`src/rtl/seq_step_pkg.sv`:
```
// Shared types and constants for the sequence step controller.
// Holds the FSM state encoding, the datapath value limits, the lap counter
// width and the phase-evaluation helper used at each post-step check.
package seq_step_pkg;

    localparam int SEQ_W = 6;
    localparam logic [SEQ_W-1:0] SEQ_MAX = 6'd63;
    localparam int LAP_W = 4;

    typedef enum logic [2:0] {
        ST_IDLE  = 3'd0,
        ST_LOAD  = 3'd1,
        ST_RUN   = 3'd2,
        ST_PAUSE = 3'd3,
        ST_DONE  = 3'd4
    } state_e;

    typedef struct packed {
        logic dir_n;    // direction after the check
        logic lap_inc;  // a down phase just finished at zero
    } phase_t;

    // Phase rules, first match wins: bottom of a down phase closes a lap,
    // zero while going up turns down, and the top value forces a turn down
    // so the datapath never wraps past its maximum.
    function automatic phase_t phase_eval(input logic dir, input logic [SEQ_W-1:0] val);
        phase_t r;
        r.dir_n   = dir;
        r.lap_inc = 1'b0;
        if (!dir && (val == 6'd0)) begin
            r.dir_n   = 1'b1;
            r.lap_inc = 1'b1;
        end else if (dir && (val == 6'd0)) begin
            r.dir_n = 1'b0;
        end else if (dir && (val == SEQ_MAX)) begin
            r.dir_n = 1'b0;
        end else begin
            r.dir_n = dir;
        end
        return r;
    endfunction

endpackage

```
`src/rtl/seq_step_ctrl_if.sv`:
```
// Control/status bundle between the board-level driver (master) and the
// sequence step controller (slave).
interface seq_step_ctrl_if #(
    parameter int DIV_W = 4
);
    import seq_step_pkg::*;

    logic              start;
    logic              pause;
    logic [DIV_W-1:0]  div;
    logic [SEQ_W-1:0]  seq_val;
    logic              step_en;
    logic              seq_clr;
    logic              dir;
    logic [2:0]        state;
    logic [LAP_W-1:0]  lap_cnt;
    logic              done;

    modport master (
        output start, pause, div, seq_val,
        input  step_en, seq_clr, dir, state, lap_cnt, done
    );

    modport slave (
        input  start, pause, div, seq_val,
        output step_en, seq_clr, dir, state, lap_cnt, done
    );

endinterface

```
`src/rtl/seq_step_ctrl_divider.sv`:
```
// Step-period divider: captures the period on load (0 is promoted to 1 so
// the period is never shorter than two cycles), counts while running,
// freezes otherwise, and emits a registered tick while the count sits at
// the captured period.
module step_divider #(
    parameter int DIV_W = 4
) (
    input  logic             clk,
    input  logic             rst,
    input  logic             load_i,
    input  logic [DIV_W-1:0] div_i,
    input  logic             run_i,
    output logic             tick_o
);

    logic [DIV_W-1:0] div_q;
    logic [DIV_W-1:0] cnt_q;
    logic [DIV_W-1:0] cnt_d;
    logic             tick_q;
    logic             tick_d;

    // Next count wraps to zero once the captured period is reached.
    always_comb begin
        cnt_d = cnt_q;
        if (cnt_q == div_q) begin
            cnt_d = {DIV_W{1'b0}};
        end else begin
            cnt_d = cnt_q + {{(DIV_W-1){1'b0}}, 1'b1};
        end
        tick_d = (cnt_d == div_q);
    end

    // Period capture, count advance/freeze and registered tick.
    always_ff @(posedge clk or posedge rst) begin
        if (rst) begin
            div_q  <= {{(DIV_W-1){1'b0}}, 1'b1};
            cnt_q  <= {DIV_W{1'b0}};
            tick_q <= 1'b0;
        end else if (load_i) begin
            div_q  <= (div_i == {DIV_W{1'b0}}) ? {{(DIV_W-1){1'b0}}, 1'b1} : div_i;
            cnt_q  <= {DIV_W{1'b0}};
            tick_q <= 1'b0;
        end else if (run_i) begin
            cnt_q  <= cnt_d;
            tick_q <= tick_d;
        end else begin
            cnt_q  <= cnt_q;
            tick_q <= 1'b0;
        end
    end

    assign tick_o = tick_q;

endmodule

```
`src/rtl/seq_step_ctrl.sv`:
```
// Sequence step controller: paces the up/down sequence datapath, owns the
// start/pause/done sequencing, tracks the phase from the datapath value and
// counts completed laps. All outputs come straight from flops.
// Optional lap limit: define SEQ_STEP_CTRL_LAP_LIMIT_EN to stop in DONE once
// LAP_MAX laps complete; otherwise DONE is unreachable and done stays 0.
module seq_step_ctrl
    import seq_step_pkg::*;
#(
    parameter int DIV_W   = 4,
    parameter int LAP_MAX = 3
) (
    input  logic           clk,
    input  logic           rst,
    seq_step_ctrl_if.slave bus
);

`ifdef SEQ_STEP_CTRL_LAP_LIMIT_EN
    localparam logic LIMIT_EN = 1'b1;
`else
    localparam logic LIMIT_EN = 1'b0;
`endif
    localparam logic [LAP_W-1:0] LAP_LIMIT = LAP_W'(LAP_MAX);

    state_e           state_q;
    state_e           state_d;
    logic             dir_q;
    logic             dir_d;
    logic [LAP_W-1:0] lap_q;
    logic [LAP_W-1:0] lap_d;
    logic             chk_q;
    logic             chk_d;
    logic             clr_q;
    logic             done_q;

    logic             step_en;
    logic             div_load;
    logic             div_run;
    phase_t           ph;
    logic             lap_inc;
    logic [LAP_W-1:0] lap_next;
    logic             limit_hit;

    assign ph        = phase_eval(dir_q, bus.seq_val);
    assign lap_inc   = chk_q & ph.lap_inc;
    assign lap_next  = lap_q + {{(LAP_W-1){1'b0}}, lap_inc};
    assign limit_hit = LIMIT_EN & lap_inc & (lap_next == LAP_LIMIT);

    // Next-state, phase and lap logic; start overrides everything else.
    always_comb begin
        state_d = state_q;
        dir_d   = dir_q;
        lap_d   = lap_q;
        chk_d   = chk_q;
        if (bus.start) begin
            state_d = ST_LOAD;
            dir_d   = 1'b1;
            lap_d   = {LAP_W{1'b0}};
            chk_d   = 1'b0;
        end else begin
            case (state_q)
                ST_IDLE: begin
                    state_d = ST_IDLE;
                    chk_d   = 1'b0;
                end
                ST_LOAD: begin
                    state_d = ST_RUN;
                    dir_d   = 1'b1;
                    lap_d   = {LAP_W{1'b0}};
                    chk_d   = 1'b0;
                end
                ST_RUN: begin
                    if (chk_q) begin
                        dir_d = ph.dir_n;
                        lap_d = lap_next;
                        chk_d = 1'b0;
                    end else begin
                        chk_d = step_en;
                    end
                    if (limit_hit) begin
                        state_d = ST_DONE;
                    end else if (bus.pause) begin
                        state_d = ST_PAUSE;
                    end else begin
                        state_d = ST_RUN;
                    end
                end
                ST_PAUSE: begin
                    if (bus.pause) begin
                        state_d = ST_PAUSE;
                    end else begin
                        state_d = ST_RUN;
                    end
                end
                ST_DONE: begin
                    state_d = ST_DONE;
                end
                default: begin
                    state_d = ST_IDLE;
                    chk_d   = 1'b0;
                end
            endcase
        end
    end

    // Divider loads during LOAD and advances only on edges that stay in RUN.
    assign div_load = (state_q == ST_LOAD);
    assign div_run  = (state_d == ST_RUN) &&
                      ((state_q == ST_RUN) || (state_q == ST_PAUSE));

    step_divider #(
        .DIV_W (DIV_W)
    ) u_div (
        .clk    (clk),
        .rst    (rst),
        .load_i (div_load),
        .div_i  (bus.div),
        .run_i  (div_run),
        .tick_o (step_en)
    );

    // FSM state and registered status outputs.
    always_ff @(posedge clk or posedge rst) begin
        if (rst) begin
            state_q <= ST_IDLE;
            dir_q   <= 1'b1;
            lap_q   <= {LAP_W{1'b0}};
            chk_q   <= 1'b0;
            clr_q   <= 1'b0;
            done_q  <= 1'b0;
        end else begin
            state_q <= state_d;
            dir_q   <= dir_d;
            lap_q   <= lap_d;
            chk_q   <= chk_d;
            clr_q   <= (state_d == ST_LOAD);
            done_q  <= (state_d == ST_DONE);
        end
    end

    assign bus.step_en = step_en;
    assign bus.seq_clr = clr_q;
    assign bus.dir     = dir_q;
    assign bus.state   = state_q;
    assign bus.lap_cnt = lap_q;
    assign bus.done    = done_q;

endmodule

```
`src/flat_wrapper.sv`:
```
// flat-port wrapper written by rule: the top's interface ports become plain ports
module seq_step_ctrl_flat import seq_step_pkg::*;
#(
    parameter int DIV_W   = 4,
    parameter int LAP_MAX = 3
)
  (clk, rst, bus_start, bus_pause, bus_div, bus_seq_val, bus_step_en, bus_seq_clr, bus_dir, bus_state, bus_lap_cnt, bus_done);
  seq_step_ctrl_if #(.DIV_W(DIV_W)) bus_i ();
  input  logic clk;
  input  logic rst;
  input wire logic [$bits(bus_i.start)-1:0] bus_start;
  input wire logic [$bits(bus_i.pause)-1:0] bus_pause;
  input wire logic [$bits(bus_i.div)-1:0] bus_div;
  input wire logic [$bits(bus_i.seq_val)-1:0] bus_seq_val;
  output wire logic [$bits(bus_i.step_en)-1:0] bus_step_en;
  output wire logic [$bits(bus_i.seq_clr)-1:0] bus_seq_clr;
  output wire logic [$bits(bus_i.dir)-1:0] bus_dir;
  output wire logic [$bits(bus_i.state)-1:0] bus_state;
  output wire logic [$bits(bus_i.lap_cnt)-1:0] bus_lap_cnt;
  output wire logic [$bits(bus_i.done)-1:0] bus_done;
  assign bus_i.start = bus_start;
  assign bus_i.pause = bus_pause;
  assign bus_i.div = bus_div;
  assign bus_i.seq_val = bus_seq_val;
  assign bus_step_en = bus_i.step_en;
  assign bus_seq_clr = bus_i.seq_clr;
  assign bus_dir = bus_i.dir;
  assign bus_state = bus_i.state;
  assign bus_lap_cnt = bus_i.lap_cnt;
  assign bus_done = bus_i.done;
  seq_step_ctrl #(.DIV_W(DIV_W), .LAP_MAX(LAP_MAX)) u_core (.clk(clk), .rst(rst), .bus(bus_i));
endmodule
```
`config.mk`:
```
export PLATFORM = sky130hd
export DESIGN_NAME = seq_step_ctrl_flat
export DESIGN_NICKNAME = d
export VERILOG_FILES = /design/src/rtl/seq_step_pkg.sv /design/src/rtl/seq_step_ctrl_if.sv /design/src/rtl/seq_step_ctrl_divider.sv /design/src/rtl/seq_step_ctrl.sv /design/src/flat_wrapper.sv
export SDC_FILE = /design/constraint.sdc
export NUM_CORES = 1
export LEC_CHECK = 0
export BUFFER_PORTS_ARGS = -buffer_cell sky130_fd_sc_hd__clkbuf_2
export CAP_MARGIN = 25
export CORE_MARGIN = 2
export CORE_UTILIZATION = 30
export CTS_CLUSTER_DIAMETER = 80
export DETAILED_ROUTE_END_ITERATION = 8
export SYNTH_ARGS = -nofsm -noshare
export SYNTH_HDL_FRONTEND = slang
export SYNTH_SLANG_ARGS = --single-unit
```
`constraint.sdc`:
```
create_clock -name clk -period 5.2 [get_ports clk]
set_clock_uncertainty 0.05 [all_clocks]
set_input_delay 0 -clock clk [delete_from_list [all_inputs] [get_ports clk]]
set_output_delay 0 -clock clk [all_outputs]
set_load 0.01 [all_outputs]
```
==> metrics.csv <==
stage,metric,value,unit
floorplanning,core_area,3690,sq um
clocking,cts-root-buf,clkbuf_8,
worst_setup_path,end_kind,flip-flop,
layout,fill_cells,388,
clocking,cts_buffers,3,
clocking,clk_latency,0.26,ns
synth,syn-cell-area,1170,sq um
power_and_ir_drop,switching_share,25.5,%
power_and_ir_drop,p_clk_share,39.4,%
place,place_ws,3.42,ns
floorplanning,io_pins,25,
power_and_ir_drop,ir_drop,0.296,mV
power_and_ir_drop,internal_power,0.000298,W
global_routing,grt_pass1_vias,961,
worst_setup_path,reg2reg_depth,4,
detailed_routing,drt-total-wl,2.53,mm
timing,tightestPinTransition,0.757,ns
floorplanning,die_w,66.3,um
layout,final_area,1460,sq um
power_and_ir_drop,p_per_area,275,nW/um^2
worst_setup_path,critical_path_required,5.28,ns
hold_path,hold_path.class,in -> reg,
detailed_routing,routedWlPerCell,12.7,um
detailed_routing,drc,0,
hold_path,holdPathStages,6,
detailed_routing,vias_per_cell,5.01,
detailed_routing,ant_nets,0,
worst_setup_path,critPathMaxFanout,10,
clocking,clk_pin_slew_worst_paths,0.08,ns
synth,synth_top_area_share,38.6,%
layout,layout.nets,169,
timing,fin_ws,3.38,ns
timing,finalHoldViolations,0,
detailed_routing,drtIter0Drc,57,
clocking,cts.path.max_buffers,2,
synth,synth_area_leader_cell,dfrtp_1,
status,status,completed,
timing,rsz0062_at_grt,no,
synth,yosysSeqAreaShare,43.1,%
detailed_routing,dr.pass1.iters,4,
synth,yosys_warnings,0,
clocking,cts_tree,yes,
timing,slew_viol_final,0,
layout,final_util,39.5,%
timing,finalCriticalPeriod,1.82,ns
power_and_ir_drop,comb_power_share,16.0,%
clocking,clock_sinks,20,
flow_run,max_cap_viol_count,0,
synth,synth_cell_type_count,39,
global_routing,grt-ovfl-total,0,
timing,final-setup-viol-count,0,
timing,timing.fmax,551,MHz
layout,finalNonFillerCells,199,
place,place.gp.congestion,0.797,
layout,diodes,0,
global_routing,grt_pass1_wl,4.21,mm
power_and_ir_drop,p_sw,0.000102,W
floorplanning,rows,22,
floorplanning,die-area,4400,sq um
synth,syn_area_per_cell,9.48,sq um
global_routing,track_usage,12.5,%
clocking,htreeDepth,1,
layout,drive_above_1_share,25.8,%
power_and_ir_drop,leakage,0.648,nW
worst_setup_path,worstPathArrival,1.90,ns
global_routing,grt_max_degree,21,
floorplanning,initial_core_util,31.6,%
place,portBuffers,24,
clocking,cts_resized,0,
place,post-place-cells,187,
layout,area_delta_synth_final,24.9,%
worst_setup_path,start_kind,flip-flop,
floorplanning,die_y,66.3,um
clocking,postCtsSetupBuffers,0,
synth,synth_nets,140,
power_and_ir_drop,power_frac_seq,44.6,%
place,placedInstanceArea,1310,sq um
global_routing,antenna_found_initial,0,
synth,synthCells,123,
detailed_routing,routed-via-count,996,
timing,relSlewSlack,49.5,%
place,dp_hpwl,1.88,mm
synth,ys_ff_latch,20,
synth,ys_top_cells_by_area,"dfrtp_1 (39%), xor2_1 (5.3%), dfstp_2 (4.5%)",
worst_setup_path,worstSetupPathType,reg -> reg,
timing,final_min_period_over_clock_period,34.9,%
clocking,cts-hold-fix-buffers,8,
timing,fin_setup_tns,0,ns
==> worst paths after layout <==
| path | from | slack (ns) | endpoint |
|---|---|---|---|
| min | bus_seq_val[0] | 0.16 | u_core.bus.dir$_DFFE_PP1P_ |
| max in group asynchronous | rst | 4.28 | u_core.u_div.div_q[1]$_DFFE_PP0N_ |
| max reg2reg | u_core.bus.state[0]$_DFF_PP0_ | 3.38 | u_core.u_div.cnt_q[2]$_DFFE_PP0P_ |
| max | u_core.bus.state[0]$_DFF_PP0_ | 3.38 | u_core.u_div.cnt_q[2]$_DFFE_PP0P_ |
| min reg2reg | u_core.bus.lap_cnt[0]$_DFFE_PP0P_ | 0.52 | u_core.bus.lap_cnt[0]$_DFFE_PP0P_ |
| min in group asynchronous | rst | 0.34 | u_core.u_div.cnt_q[3]$_DFFE_PP0P_ |
==> final cells by class <==
class                   count  area [sq um]  area share, %
multi-input cells          92           611           41.9
flip-flops and latches     20           503           34.5
repair buffers             32           200           13.7
well taps                  48          60.1           4.12
clock buffers               3          41.3           2.84
clock inverters             1          30.0           2.06
inverters                   3          11.3          0.773
==> sequential cells by signal, indices dropped and copies added, names as in the netlist <==
name                 flops
u_core.bus.dir           1
u_core.bus.done          1
u_core.bus.lap_cnt       4
u_core.bus.seq_clr       1
u_core.bus.state         3
u_core.chk_q             1
u_core.u_div.cnt_q       4
u_core.u_div.div_q       4
u_core.u_div.tick_o      1
==> metal layers <==
metal / routed length [um] / vias to the layer above / track usage (%)
met1: 1050 / 478 / 14.1
met2: 1330 / 30 / 23.3
met4: 0 / 0 / 2.04
li1: - / 488 / -
met3: 151 / 0 / 3.92
met5: 0 / - / 0
==> critical path, cell delays in order, from the launching register on <==
cell and delay, ns:
dfrtp_1 0.49, nor3b_2 0.62, nor2_1 0.17, o21ai_0 0.23, o21ai_0 0.12
==> power groups by stage <==
| stage | registers [W] | clock network [W] | logic (W) |
|---|---|---|---|
| 4_1_cts | 0.000179 | 0.000162 | 0.0000651 |
| 6_report | 0.000179 | 0.000158 | 0.0000640 |
| 5_1_grt | 0.000181 | 0.000170 | 0.0000713 |
| 2_1_floorplan | 0.000174 | 0 | 0.0000515 |
| 3_5_place_dp | 0.000181 | 0 | 0.0000597 |
| 3_3_place_gp | 0.000181 | 0 | 0.0000569 |
==> Yosys cell counts <==
cell / n
buf_6: 1
nand4_1: 2
or3_1: 1
mux2_2: 3
nand2b_1: 4
nor4b_4: 1
o21ai_0: 5
a22o_1: 1
a31o_2: 1
xnor2_1: 2
nor4_1: 3
a2bb2oi_1: 1
nand3b_1: 3
dfstp_2: 2
xor2_1: 7
nand3_1: 3
and4_1: 1
nor2_1: 13
o21bai_1: 1
nor3_2: 1
buf_2: 3
clkbuf_1: 3
xor2_2: 1
nor3_1: 10
dfrtp_1: 18
and3_1: 1
nor2b_1: 1
o32a_1: 1
ha_1: 3
nor3b_1: 1
o2111ai_1: 1
o31ai_1: 1
a21oi_2: 1
a31oi_1: 1
buf_1: 1
a21oi_1: 8
nand2_1: 8
inv_1: 3
nor3b_2: 1
==> cells in the final DEF (no fill, tap or decap), drive strengths merged <==
master | netlist | final
clkbuf | 3 | 27
a31oi | 1 | 1
dlygate4sd3 | 0 | 8
nand3b | 3 | 3
o2111ai | 1 | 1
and4 | 1 | 1
o21ai | 5 | 5
dfstp | 2 | 2
a22o | 1 | 1
nand4 | 2 | 2
bufinv | 0 | 1
nor2 | 13 | 13
xnor2 | 2 | 2
a31o | 1 | 1
nand2 | 8 | 8
a21oi | 9 | 9
nor3 | 11 | 11
o32a | 1 | 1
xor2 | 8 | 8
nand2b | 4 | 4
inv | 3 | 3
and3 | 1 | 1
nor2b | 1 | 1
a2bb2oi | 1 | 1
nor3b | 2 | 2
o31ai | 1 | 1
o21bai | 1 | 1
nor4 | 3 | 3
dfrtp | 18 | 18
ha | 3 | 3
nor4b | 1 | 1
or3 | 1 | 1
mux2 | 3 | 3
nand3 | 3 | 3
==> metrics by stage <==
stage               hold WS, ns  power [W]
floorplan               -0.0877   0.000226
global placement          0.106   0.000238
detailed placement        0.111   0.000241
CTS                       0.155   0.000406
global route              0.201   0.000422
finish                    0.156   0.000400
==> cells by family (layout without fill, tap and decap cells) <==
family,Yosys count,count (layout),synth area share [%]
and+or+nand+nor,54,54,26.1
AOI/OAI and AO/OA,22,22,12.0
buffers and inverters,11,39,4.51
adders and majority gates,3,3,3.22
DFF,20,20,43.1
xor gates and xnor gates,10,10,8.16
muxes,3,3,2.90
No activity file was read; power rests on OpenSTA's default activity.
